<file path="config.mk">
export PLATFORM = sky130hd
export DESIGN_NAME = bitcell_array_flat
export DESIGN_NICKNAME = d
export VERILOG_FILES = /design/src/rtl/bitcell_array_if.sv /design/src/rtl/bitcell_array.sv /design/src/flat_wrapper.sv
export SDC_FILE = /design/constraint.sdc
export NUM_CORES = 1
export LEC_CHECK = 0
export ABC_AREA = 1
export CAP_MARGIN = 20
export CORE_MARGIN = 8
export CORE_UTILIZATION = 50
export DETAILED_ROUTE_END_ITERATION = 10
export DONT_BUFFER_PORTS = 1
export GPL_TIMING_DRIVEN = 1
export HOLD_SLACK_MARGIN = 0.05
export PLACE_DENSITY = 0.68
export SYNTH_ARGS = -nofsm -noshare
export SYNTH_HDL_FRONTEND = slang
export SYNTH_SLANG_ARGS = --single-unit
</file>
<file path="constraint.sdc">
create_clock -name clk -period 2 [get_ports clk]
set_input_delay 0.1 -clock clk [delete_from_list [all_inputs] [get_ports clk]]
set_output_delay 0.1 -clock clk [all_outputs]
set_load 0.02 [all_outputs]
</file>
<file path="src/rtl/bitcell_array_if.sv">
// Request/response bundle for bitcell_array: one-per-cycle read/write/clear requests
// from the chip-level memory interface, registered read data and status back.
interface bitcell_array_if #(
    parameter int unsigned WIDTH = 8,
    parameter int unsigned DEPTH = 8
);
    localparam int unsigned AW = $clog2(DEPTH);

    logic             sel;
    logic             rw;
    logic [AW-1:0]    addr;
    logic [WIDTH-1:0] data;
    logic             clear;
    logic [WIDTH-1:0] cellOut;
    logic             valid;
    logic             busy;

    modport master (
        output sel, rw, addr, data, clear,
        input  cellOut, valid, busy
    );

    modport slave (
        input  sel, rw, addr, data, clear,
        output cellOut, valid, busy
    );
endinterface

</file>
<file path="src/rtl/bitcell_array.sv">
// WIDTH x DEPTH synchronous word array with registered read data, a valid strobe and a
// sequencer that zeroes every word after reset or on a clear request.
module bitcell_array #(
    parameter int unsigned WIDTH = 8,
    parameter int unsigned DEPTH = 8
) (
    input logic             clk,
    input logic             rst,
    bitcell_array_if.slave  bus
);
    localparam int unsigned AW = $clog2(DEPTH);
    localparam logic [AW-1:0] PtrLast = AW'(DEPTH - 1);

    typedef enum logic {StClear, StIdle} state_e;

    state_e           state_q;
    logic [AW-1:0]    ptr_q;
    logic [WIDTH-1:0] cell_out_q;
    logic             valid_q;
    logic [WIDTH-1:0] mem_q [DEPTH];
    logic             addr_ok;

    // Only reachable when DEPTH is not a power of two.
    assign addr_ok = 32'(bus.addr) < DEPTH;

    // Storage is deliberately left out of reset: only the sweep zeroes it.
    always_ff @(posedge clk) begin
        if (rst) begin
            state_q    <= StClear;
            ptr_q      <= '0;
            cell_out_q <= '0;
            valid_q    <= 1'b0;
        end else begin
            valid_q <= 1'b0;
            unique case (state_q)
                StClear: begin
                    mem_q[ptr_q] <= '0;
                    if (ptr_q == PtrLast) begin
                        state_q <= StIdle;
                        ptr_q   <= '0;
                    end else begin
                        ptr_q <= ptr_q + AW'(1);
                    end
                end
                StIdle: begin
                    if (bus.clear) begin
                        state_q <= StClear;
                        ptr_q   <= '0;
                    end else if (bus.sel) begin
                        if (bus.rw) begin
                            if (addr_ok) begin
                                mem_q[bus.addr] <= bus.data;
                            end
                        end else begin
                            cell_out_q <= addr_ok ? mem_q[bus.addr] : '0;
                            valid_q    <= 1'b1;
                        end
                    end
                end
                default: begin
                    state_q <= StClear;
                    ptr_q   <= '0;
                end
            endcase
        end
    end

    assign bus.cellOut = cell_out_q;
    assign bus.valid   = valid_q;
    assign bus.busy    = (state_q == StClear);
endmodule

</file>
<file path="src/flat_wrapper.sv">
// flat-port wrapper written by rule: the top's interface ports become plain ports
module bitcell_array_flat 
#(
    parameter int unsigned WIDTH = 8,
    parameter int unsigned DEPTH = 8
)
  (clk, rst, bus_sel, bus_rw, bus_addr, bus_data, bus_clear, bus_cellOut, bus_valid, bus_busy);
  bitcell_array_if #(.WIDTH(WIDTH), .DEPTH(DEPTH)) bus_i ();
  input logic clk;
  input logic rst;
  input wire logic [$bits(bus_i.sel)-1:0] bus_sel;
  input wire logic [$bits(bus_i.rw)-1:0] bus_rw;
  input wire logic [$bits(bus_i.addr)-1:0] bus_addr;
  input wire logic [$bits(bus_i.data)-1:0] bus_data;
  input wire logic [$bits(bus_i.clear)-1:0] bus_clear;
  output wire logic [$bits(bus_i.cellOut)-1:0] bus_cellOut;
  output wire logic [$bits(bus_i.valid)-1:0] bus_valid;
  output wire logic [$bits(bus_i.busy)-1:0] bus_busy;
  assign bus_i.sel = bus_sel;
  assign bus_i.rw = bus_rw;
  assign bus_i.addr = bus_addr;
  assign bus_i.data = bus_data;
  assign bus_i.clear = bus_clear;
  assign bus_cellOut = bus_i.cellOut;
  assign bus_valid = bus_i.valid;
  assign bus_busy = bus_i.busy;
  bitcell_array #(.WIDTH(WIDTH), .DEPTH(DEPTH)) u_core (.clk(clk), .rst(rst), .bus(bus_i));
endmodule
</file>
==> metrics.md <==
| Metric | Value |
|---|---|
| Pin count of the biggest net entering global routing | 35 |
| Syn-to-layout area delta | 13.3% |
| Syn avg cell area | roughly 9.8 um^2 |
| H-tree depth | 3 |
| Top cells by area, synth | edfxtp_1 (56%), nand2_1 (11%), dfxtp_1 (7.6%), nand3_1 (7.0%), inv_1 (6.7%) |
| Critical Path End Type | flip-flop |
| Vias per cell | approximately 5.2 |
| Commonest non-fill, non-tap cell in the layout | nand2_1 |
| Clock Tree Root | clkbuf_8 |
| Later-pin clock latency in the skew report | ~0.35 ns |
| Setup total negative slack | 0 ns |
| Top-area cell type share of the netlist area | 56.0% |
| Kind of critical path | reg2reg |
| Synthesized instance count | 350 |
| Critical path buffer and inverter count | 3 |
| Routed Antenna Nets | 0 |
| First-pass GRT wire length | ~12 mm |
| Hold Vio Cnt, Final | 0 |
| Final nets | roughly 400 |
| Top delay family on crit path | buffers and inverters |
| Remaining routing DRC violations | 0 |
| Peak supply drop | around 450 uV |
| Detailed Route WL | around 7.6 mm |
| Crit share post-route | around nine tenths |
| Vias in the first global route | between 2k and 2.5k |
| Min-delay worst type | in2reg |
| Dominant cell type by area after synthesis | edfxtp_1 |
| Reg2Reg Depth | 8 |
| Grt total ovfl | 0 |
| Worst-Margin Slew | between 0.6 and 0.7 ns |
| Initial Util | between 50% and 60% |
| Post-synth cell types | 23 |
| Tmin final | between 1.5 and 2 ns |
| Die Height | around 100 um |
| Critical path's slowest cell | dlygate4sd3_1 |
| Min Hold Slack | between 0.06 and 0.07 ns |
| Sink Count | between 70 and 80 |
| # port buffers | 0 |
| Leakage | between 1.5 and 2 nW |
| Sequential share of the synthesized area | between 60% and 70% |
| Hpwl dp | roughly 5.0 mm |
| Max-slew violations | 0 |
| Gr usage total | 16.4% |
| Arrival @ worst endpoint | roughly 2.1 ns |
| Die X-Extent | between 90 and 100 um |
| Pwr dens | approximately 800 mW/mm^2 |
| Drt first pass iters | 5 |
| Seq cells post-synth | a little under 80 |
| Critical-path cell list | inv_2, nor2_8, nand2_4, nor2_4, buf_12, nand3_1, a21oi_1, dlygate4sd3_1 |
| Max Cap Violations | 0 |
| Setup violators final | 0 |
| RSZ-0062 raised after global routing | false |
| Clock-pin slew on the worst setup and hold paths | roughly 0.080 ns |
| Fillers | approximately 560 |
| Data required time of the worst path | roughly 2.3 ns |
| Syn nets | 368 |
| Max Clock Skew | about 0.011 ns |
| Status | completed |
| Iteration-0 DRC Markers | 195 |
| Wire per inst | 16.4 um |
| IO Count | 26 |
| CTS Buf Count | 9 |
| Die ar. | between 0.009 and 0.01 mm^2 |
| Placeable Area | between 0.006 and 0.007 mm^2 |
| Final GP Congestion | around 0.8 |
| CTS tree | yes |
| Crit path depth | 8 |
| Layout cell share with drive strength beyond 1 | between 10% and 20% |
| Slowest stage delay, CP | about 0.56 ns |
| Fmax | between 500 and 600 MHz |
| Slew headroom | between 50 and 60% |
| Netlist Area Pre-Place | about 0.0034 mm^2 |
| Row Count | 30 |
| Worst setup SP type | flip-flop |
| Ys Warns | 0 |
| Hold path cells | 3 |
| Largest fanout on the critical path | 6 |
| Commonest cells after routing, fill and taps aside | nand2_1 (99), edfxtp_1 (64), inv_1 (61), nand3_1 (48), buf_4 (21) |
| Antenna cells | 0 |
| Vias | 2412 |
| CTS max path bufs | 2 |
| Antenna violations before repair | 0 |
==> sequential cells by signal, indices dropped and copies added, names as in the netlist <==
name and flops:
u_core.bus.cellOut 8, u_core.bus.valid 1, u_core.mem_q 64, u_core.ptr_q 3
u_core.state_q 1
==> cells by family after synthesis <==
kind of cell / synth area share (%)
AO/OA/AOI/OAI: 3.39
flip-flops: 63.6
adder cells (fa/ha/maj): 0.729
buffers and inverters: 9.48
AND/OR/NAND/NOR: 22.8
==> worst reg2reg max path, delay by kind of cell, from the launching register on <==
kind | cells | cell delay [ns]
AO/OA/AOI/OAI | 1 | 0.13
buffers and inverters | 3 | 0.80
flip-flops | 1 | 0.32
AND/OR/NAND/NOR | 4 | 0.52
==> synth_stat cells (all sizes together) <==
cell type,instances
buf,12
clkbuf,1
clkinv,1
nand2,105
ha,2
dfxtp,13
inv,65
o211ai,1
nor2,20
o22ai,1
edfxtp,64
nand3,48
nand4,1
o21ai,4
a211oi,1
a21oi,11
==> layout make-up <==
type                       count  area (um^2)  area share, %
sequential                    77         2180           56.1
multi-input combinational    194          923           23.8
timing repair buffer          29          250           6.44
inverter                      66          248           6.37
clock buffer                  11          131           3.38
tap                           80          100           2.57
clock inverter                 5         52.6           1.35
==> path summary, 6_finish.rpt <==
path | to | start | slack (ns)
max reg2reg | u_core.bus.cellOut[1] | u_core.state_q | 0.18
min | u_core.bus.cellOut[2] | bus_addr[2] | 0.07
max | u_core.bus.cellOut[1] | u_core.state_q | 0.18
min reg2reg | u_core.ptr_q[0] | u_core.ptr_q[0] | 0.53
==> metrics by stage <==
| stage | util, % | area, um^2 | power, mW | std cells | setup WS [ns] |
|---|---|---|---|---|---|
| finish | 57.9 | 3890 | 3.10 | 462 | 0.183 |
| CTS | 57.4 | 3860 | 3.11 | 460 | 0.0156 |
| global placement | 53.6 | 3600 | 1.99 | 437 | 0.305 |
| detailed placement | 53.6 | 3600 | 2.00 | 437 | 0.285 |
| global route | 57.9 | 3890 | 3.20 | 462 | 0.0614 |
| floorplan | - | 3430 | 1.97 | 350 | 0.259 |
==> what timing repair did <==
item / CTS / global route
endpoints found under the hold margin: 13 / 0
setup endpoints to repair: 0 / 66
buffers inserted: 0 / 2
hold buffers: 7 / 0
gates resized for setup: 0 / 1
==> report_power, final <==
part           leakage, nW  total, mW  switching [mW]  internal (mW)
Sequential           0.608       1.79          0.0180           1.77
Clock               0.0846       1.12           0.555          0.569
Combinational         1.06      0.193           0.121         0.0717
Total                 1.75       3.10           0.694           2.41
==> routing by layer <==
layer	vias up	GRT usage, %	share of wire, %
met5	-	0	0
li1	1172	-	-
met4	0	4.96	0.94
met2	100	26.9	49
met1	1132	20.5	42
met3	8	4.58	7.8
(Power assumes the default switching activity.)
